### config.mk
export PLATFORM = sky130hd
export DESIGN_NAME = fpga_sync_handshake_rx
export DESIGN_NICKNAME = d
export VERILOG_FILES = /design/src/rtl/fpga_sync_handshake_rx.sv
export SDC_FILE = /design/constraint.sdc
export NUM_CORES = 1
export LEC_CHECK = 0
export ABC_AREA = 1
export CAP_MARGIN = 20
export CORE_AREA = 5 5 42 44
export CTS_CLUSTER_DIAMETER = 60
export DETAILED_ROUTE_END_ITERATION = 8
export DIE_AREA = 0 0 47 49
export GPL_TIMING_DRIVEN = 0
export HOLD_SLACK_MARGIN = 0.15
export PLACE_DENSITY = 0.73
export RECOVER_POWER = 100
export SLEW_MARGIN = 40
export SYNTH_ARGS = -nofsm -noshare
export SYNTH_HDL_FRONTEND = slang
export SYNTH_SLANG_ARGS = --single-unit
### constraint.sdc
create_clock -name dest_clk -period 1.2 [get_ports dest_clk]
set_clock_uncertainty 0.05 [all_clocks]
set_input_delay 0.24 -clock dest_clk [delete_from_list [all_inputs] [get_ports dest_clk]]
set_output_delay 0.24 -clock dest_clk [all_outputs]
set_load 0.005 [all_outputs]
### src/rtl/fpga_sync_handshake_rx.sv
// rtl/fpga_sync_handshake_rx.sv - destination-side responder of a four-phase req/ack CDC handshake
//
// Purpose:
//   Synchronises the source's level request into dest_clk, captures the
//   source's data bus (held stable by the protocol), presents it downstream
//   with valid/ready, and returns a flop-driven acknowledge to the source.
//
// Optional feature macro: FPGA_SYNC_HS_PARITY_EN
//   When defined, src_parity / dest_parity_err exist and each captured word
//   carries an even-parity error flag. Handshake timing is identical.
//
// Parameters:
//   DATA_WIDTH   width of the transferred word (default 8)
//   SYNC_STAGES  flops in the src_req synchroniser, 2..4 (default 2)
//
// Ports:
//   dest_clk         in   destination clock
//   dest_resetn      in   asynchronous active-low reset
//   src_req          in   level request from the source domain (async)
//   src_data         in   source data, stable while a request is pending
//   src_parity       in   even parity of src_data (parity build only)
//   dest_ack         out  registered acknowledge to the source domain
//   dest_valid       out  dest_data holds an unconsumed word
//   dest_ready       in   downstream accepts on dest_valid && dest_ready
//   dest_data        out  captured word
//   dest_parity_err  out  parity flag for dest_data (parity build only)

module fpga_sync_handshake_rx #(
  parameter int DATA_WIDTH  = 8,
  parameter int SYNC_STAGES = 2
) (
  input  logic                  dest_clk,
  input  logic                  dest_resetn,
  input  logic                  src_req,
  input  logic [DATA_WIDTH-1:0] src_data,
`ifdef FPGA_SYNC_HS_PARITY_EN
  input  logic                  src_parity,
  output logic                  dest_parity_err,
`endif
  output logic                  dest_ack,
  output logic                  dest_valid,
  input  logic                  dest_ready,
  output logic [DATA_WIDTH-1:0] dest_data
);

  typedef enum logic {
    IDLE = 1'b0,
    ACK  = 1'b1
  } state_t;

  state_t                 state;
  state_t                 state_next;
  logic [SYNC_STAGES-1:0] sync_q;
  logic                   req_s;
  logic                   capture;

  // Request synchroniser. Only src_req crosses through flops; src_data is
  // sampled directly because the source holds it until it sees dest_ack.
  always_ff @(posedge dest_clk or negedge dest_resetn) begin
    if (!dest_resetn) begin
      sync_q <= '0;
    end else begin
      sync_q <= {sync_q[SYNC_STAGES-2:0], src_req};
    end
  end

  assign req_s = sync_q[SYNC_STAGES-1];

  // State register.
  always_ff @(posedge dest_clk or negedge dest_resetn) begin
    if (!dest_resetn) begin
      state <= IDLE;
    end else begin
      state <= state_next;
    end
  end

  // Next-state logic. A capture needs the output register free or being
  // consumed on this same edge; otherwise the request waits and, because
  // dest_ack stays low, the source stalls.
  always_comb begin
    state_next = state;
    capture    = 1'b0;
    case (state)
      IDLE: begin
        if (req_s && (!dest_valid || dest_ready)) begin
          capture    = 1'b1;
          state_next = ACK;
        end
      end
      ACK: begin
        if (!req_s) begin
          state_next = IDLE;
        end
      end
      default: begin
        state_next = IDLE;
      end
    endcase
  end

  // Acknowledge comes straight from a flop so the source's synchroniser
  // never sees a combinational glitch.
  always_ff @(posedge dest_clk or negedge dest_resetn) begin
    if (!dest_resetn) begin
      dest_ack <= 1'b0;
    end else begin
      dest_ack <= (state_next == ACK);
    end
  end

  // Output register. A same-edge capture wins over consumption, so valid
  // stays high and the new word replaces the one being taken.
  always_ff @(posedge dest_clk or negedge dest_resetn) begin
    if (!dest_resetn) begin
      dest_valid <= 1'b0;
      dest_data  <= '0;
    end else begin
      if (capture) begin
        dest_valid <= 1'b1;
        dest_data  <= src_data;
      end else if (dest_valid && dest_ready) begin
        dest_valid <= 1'b0;
      end
    end
  end

`ifdef FPGA_SYNC_HS_PARITY_EN
  // Parity flag travels with the word; flagged words are still delivered.
  always_ff @(posedge dest_clk or negedge dest_resetn) begin
    if (!dest_resetn) begin
      dest_parity_err <= 1'b0;
    end else if (capture) begin
      dest_parity_err <= (^src_data) ^ src_parity;
    end
  end
`endif

endmodule

==> impl_metrics.py <==
metrics = {
    "outcome": {
        "outcome": "finished clean",
    },
    "power": {
        "seq_power_share_pct": 43.1,
        "p_sw_share_pct": 28.4,
        "power.switching_mw": 0.370,
        "combPwrFrac_pct": 32.2,
        "p_int_mw": 0.933,
        "clockPowerShare_pct": 24.7,
        "cellLeakagePower_nw": 0.377,
        "ir_worst_vdd_mv": 0.771,
        "power_density_nw_per_um2": 1750,
    },
    "critical_path": {
        "cp.depth": 1,
        "endpoint_kind": "primary output",
        "cpPeakStageDelay_ps": 400,
        "cp_slowest_cell": "dfrtp_2",
        "critPathLaunchType": "register",
        "crit_buf_inv": 1,
        "cp.arrival_ps": 870,
        "critPathTopFamily": "flip-flops",
        "worstSetupPathType": "register to primary output",
        "crit_fanout": 2,
        "rr_worst_depth": 5,
        "required_ps": 910,
        "cp_cell_sequence": "clkdlybuf4s15_1",
    },
    "layout": {
        "area_growth_pct": 63.0,
        "final_cell_mix": "19 x nand2_1, 11 x dfrtp_1, 9 x clkdlybuf4s50_1, 8 x nand3_1, 7 x clkdlybuf4s15_1",
        "n_fill_cell": 134,
        "drive_gt1_share_pct": 20.3,
        "fin_nets": 87,
        "final_common_cell": "nand2_1",
        "n_antenna_cell": 0,
        "finish.utilization_pct": 53.1,
    },
    "route": {
        "ant_nets": 0,
        "drt-pass1-iter-count": 4,
        "m1WireLength_um": 419,
        "drc_errors": 0,
        "met2_length_um": 438,
        "highest_layer": "met4",
        "drt-vias-per-instance": 4.42,
        "drt_first_iter_violations": 6,
        "routed_wl_um": 999,
        "vias": 398,
        "route.met3.wl_um": 113,
        "wl_per_cell_um": 11.1,
    },
    "clocking": {
        "htreeDepth": 1,
        "cts_made_buffers": 3,
        "clock_path_buffers": 2,
        "hold_buffers": 0,
        "cts_sinks": 12,
        "cts_tree": "built",
        "clockRootBuffer": "clkbuf_4",
        "clkTransAtPathRegs_ps": 70,
        "clk_latency_ps": 270,
    },
    "yosys": {
        "synth_compound_area_share_pct": 0,
        "synthAdderAreaFrac_pct": 0,
        "synth_top_family_by_area": "simple AND/OR/NAND/NOR gates",
        "synthSimpleGateAreaFrac_pct": 32.6,
        "synth_cells": 44,
        "syn_nets": 56,
        "synth.avg_cell_area_um2": 10.4,
        "synth_area_leaders": "dfrtp_1 66%, nand2_1 16%, nand3_1 8.8%",
        "synth_warnings": 0,
        "yosysSeqAreaShare_pct": 65.8,
        "synth_cell_type_count": 8,
        "synth_xor_area_share_pct": 0,
        "yosys.area.top_type": "dfrtp_1",
        "synth_top_area_share_pct": 65.8,
        "synth_mux_area_share_pct": 0,
        "syn_area_um2": 457,
        "synth_seq_cells": 12,
    },
    "sta": {
        "finalSetupViolations": 0,
        "layout_setup_ws_ps": 43.9,
        "slew_violations": 0,
        "fin_crit_sh_pct": 96.3,
        "rsz0062_at_grt": "no",
        "period_needed_ps": 1160,
        "tightest_slew_ps": 527,
        "slew_headroom_pct": 64.8,
        "hold_viol": 0,
        "fin_tns_setup_ps": 0,
        "fmax_mhz": 865,
    },
    "floorplan": {
        "core_area_um2": 1400,
        "num_io_pins": 22,
        "die_w_um": 47,
        "num_rows": 14,
        "fp.dieH_um": 49,
        "start_util_pct": 32.6,
        "die-area_um2": 2300,
    },
    "grt": {
        "grt_pass1_vias": 372,
        "grtUsageTotal_pct": 10.7,
        "grt_pass1_wl_mm": 1.68,
        "grt_antenna_before_repair": 0,
        "grt_overflow": 0,
        "grt_max_degree": 13,
    },
    "placed_design": {
        "dp_hpwl_um": 724,
        "port_buffers": 21,
        "pre_cts_slack_ps": -188,
        "place.gp.congestion": 0.668,
    },
    "hold_path": {
        "whs_path_depth": 0,
        "hp-class": "register to register",
    },
    "job": {
        "cap_violations": 0,
    },
}
## synthesized netlist by cell type
| library cell | instances |
|---|---|
| nand2_1 | 19 |
| nand2_2 | 1 |
| nand2_4 | 1 |
| inv_2 | 1 |
| clkinv_1 | 1 |
| nor2_8 | 1 |
| dfrtp_1 | 12 |
| nand3_1 | 8 |
## per-layer routing
layer  GRT usage (%)  vias to the layer above
met5               0                        -
met1            14.5                      177
met4            8.29                        0
met2            12.7                       18
met3            4.43                        3
li1                -                      200
## final cells by class
type / count / area [µm²] / share of cell area, %
sequential: 12 / 302 / 40.5
timing repair buffer: 26 / 230 / 30.9
multi-input combinational: 30 / 149 / 20.0
clock buffer: 4 / 36.3 / 4.87
tap: 16 / 20.0 / 2.69
inverter: 2 / 7.51 / 1.01
## metrics by stage
step	hold WS [ps]	instances	instance area (µm²)	total power, mW
floorplan	-106	44	457	0.712
global placement	286	81	687	0.982
detailed placement	298	81	687	0.993
CTS	267	89	754	1.33
global route	326	90	744	1.40
finish	311	90	744	1.30
## worst paths after layout
path	startpoint	end	slack [ps]
max	dest_ack	dest_ack	40
min	sync_q[0]	sync_q[1]	310
max reg2reg	dest_ack	dest_data[2]	80
min reg2reg	sync_q[0]	sync_q[1]	310
max in group asynchronous	dest_resetn	dest_ack	390
min in group asynchronous	dest_resetn	dest_data[6]	320
## logic make-up (layout without fill, tap and decap cells)
family,count (synthesis),count (layout)
buf+inv,2,32
flops,12,12
simple gates,30,30
## flip-flops by register name (all words and copies together), names as in the netlist
name        cells
dest_data       8
dest_valid      1
dest_ack        1
sync_q          2
## power groups by stage
stage	Clock [mW]	Sequential (mW)	Combinational (mW)
after detailed placement	0	0.583	0.410
after CTS	0.336	0.562	0.435
after floorplan	0	0.588	0.124
after global placement	0	0.576	0.406
after global routing	0.349	0.577	0.469
final	0.322	0.561	0.419
## repair_timing
item                       in CTS  in global routing
setup endpoints to repair      10                  3
resized for setup              21                  3
setup buffers                   4                  1
(Power assumes the default switching activity.)
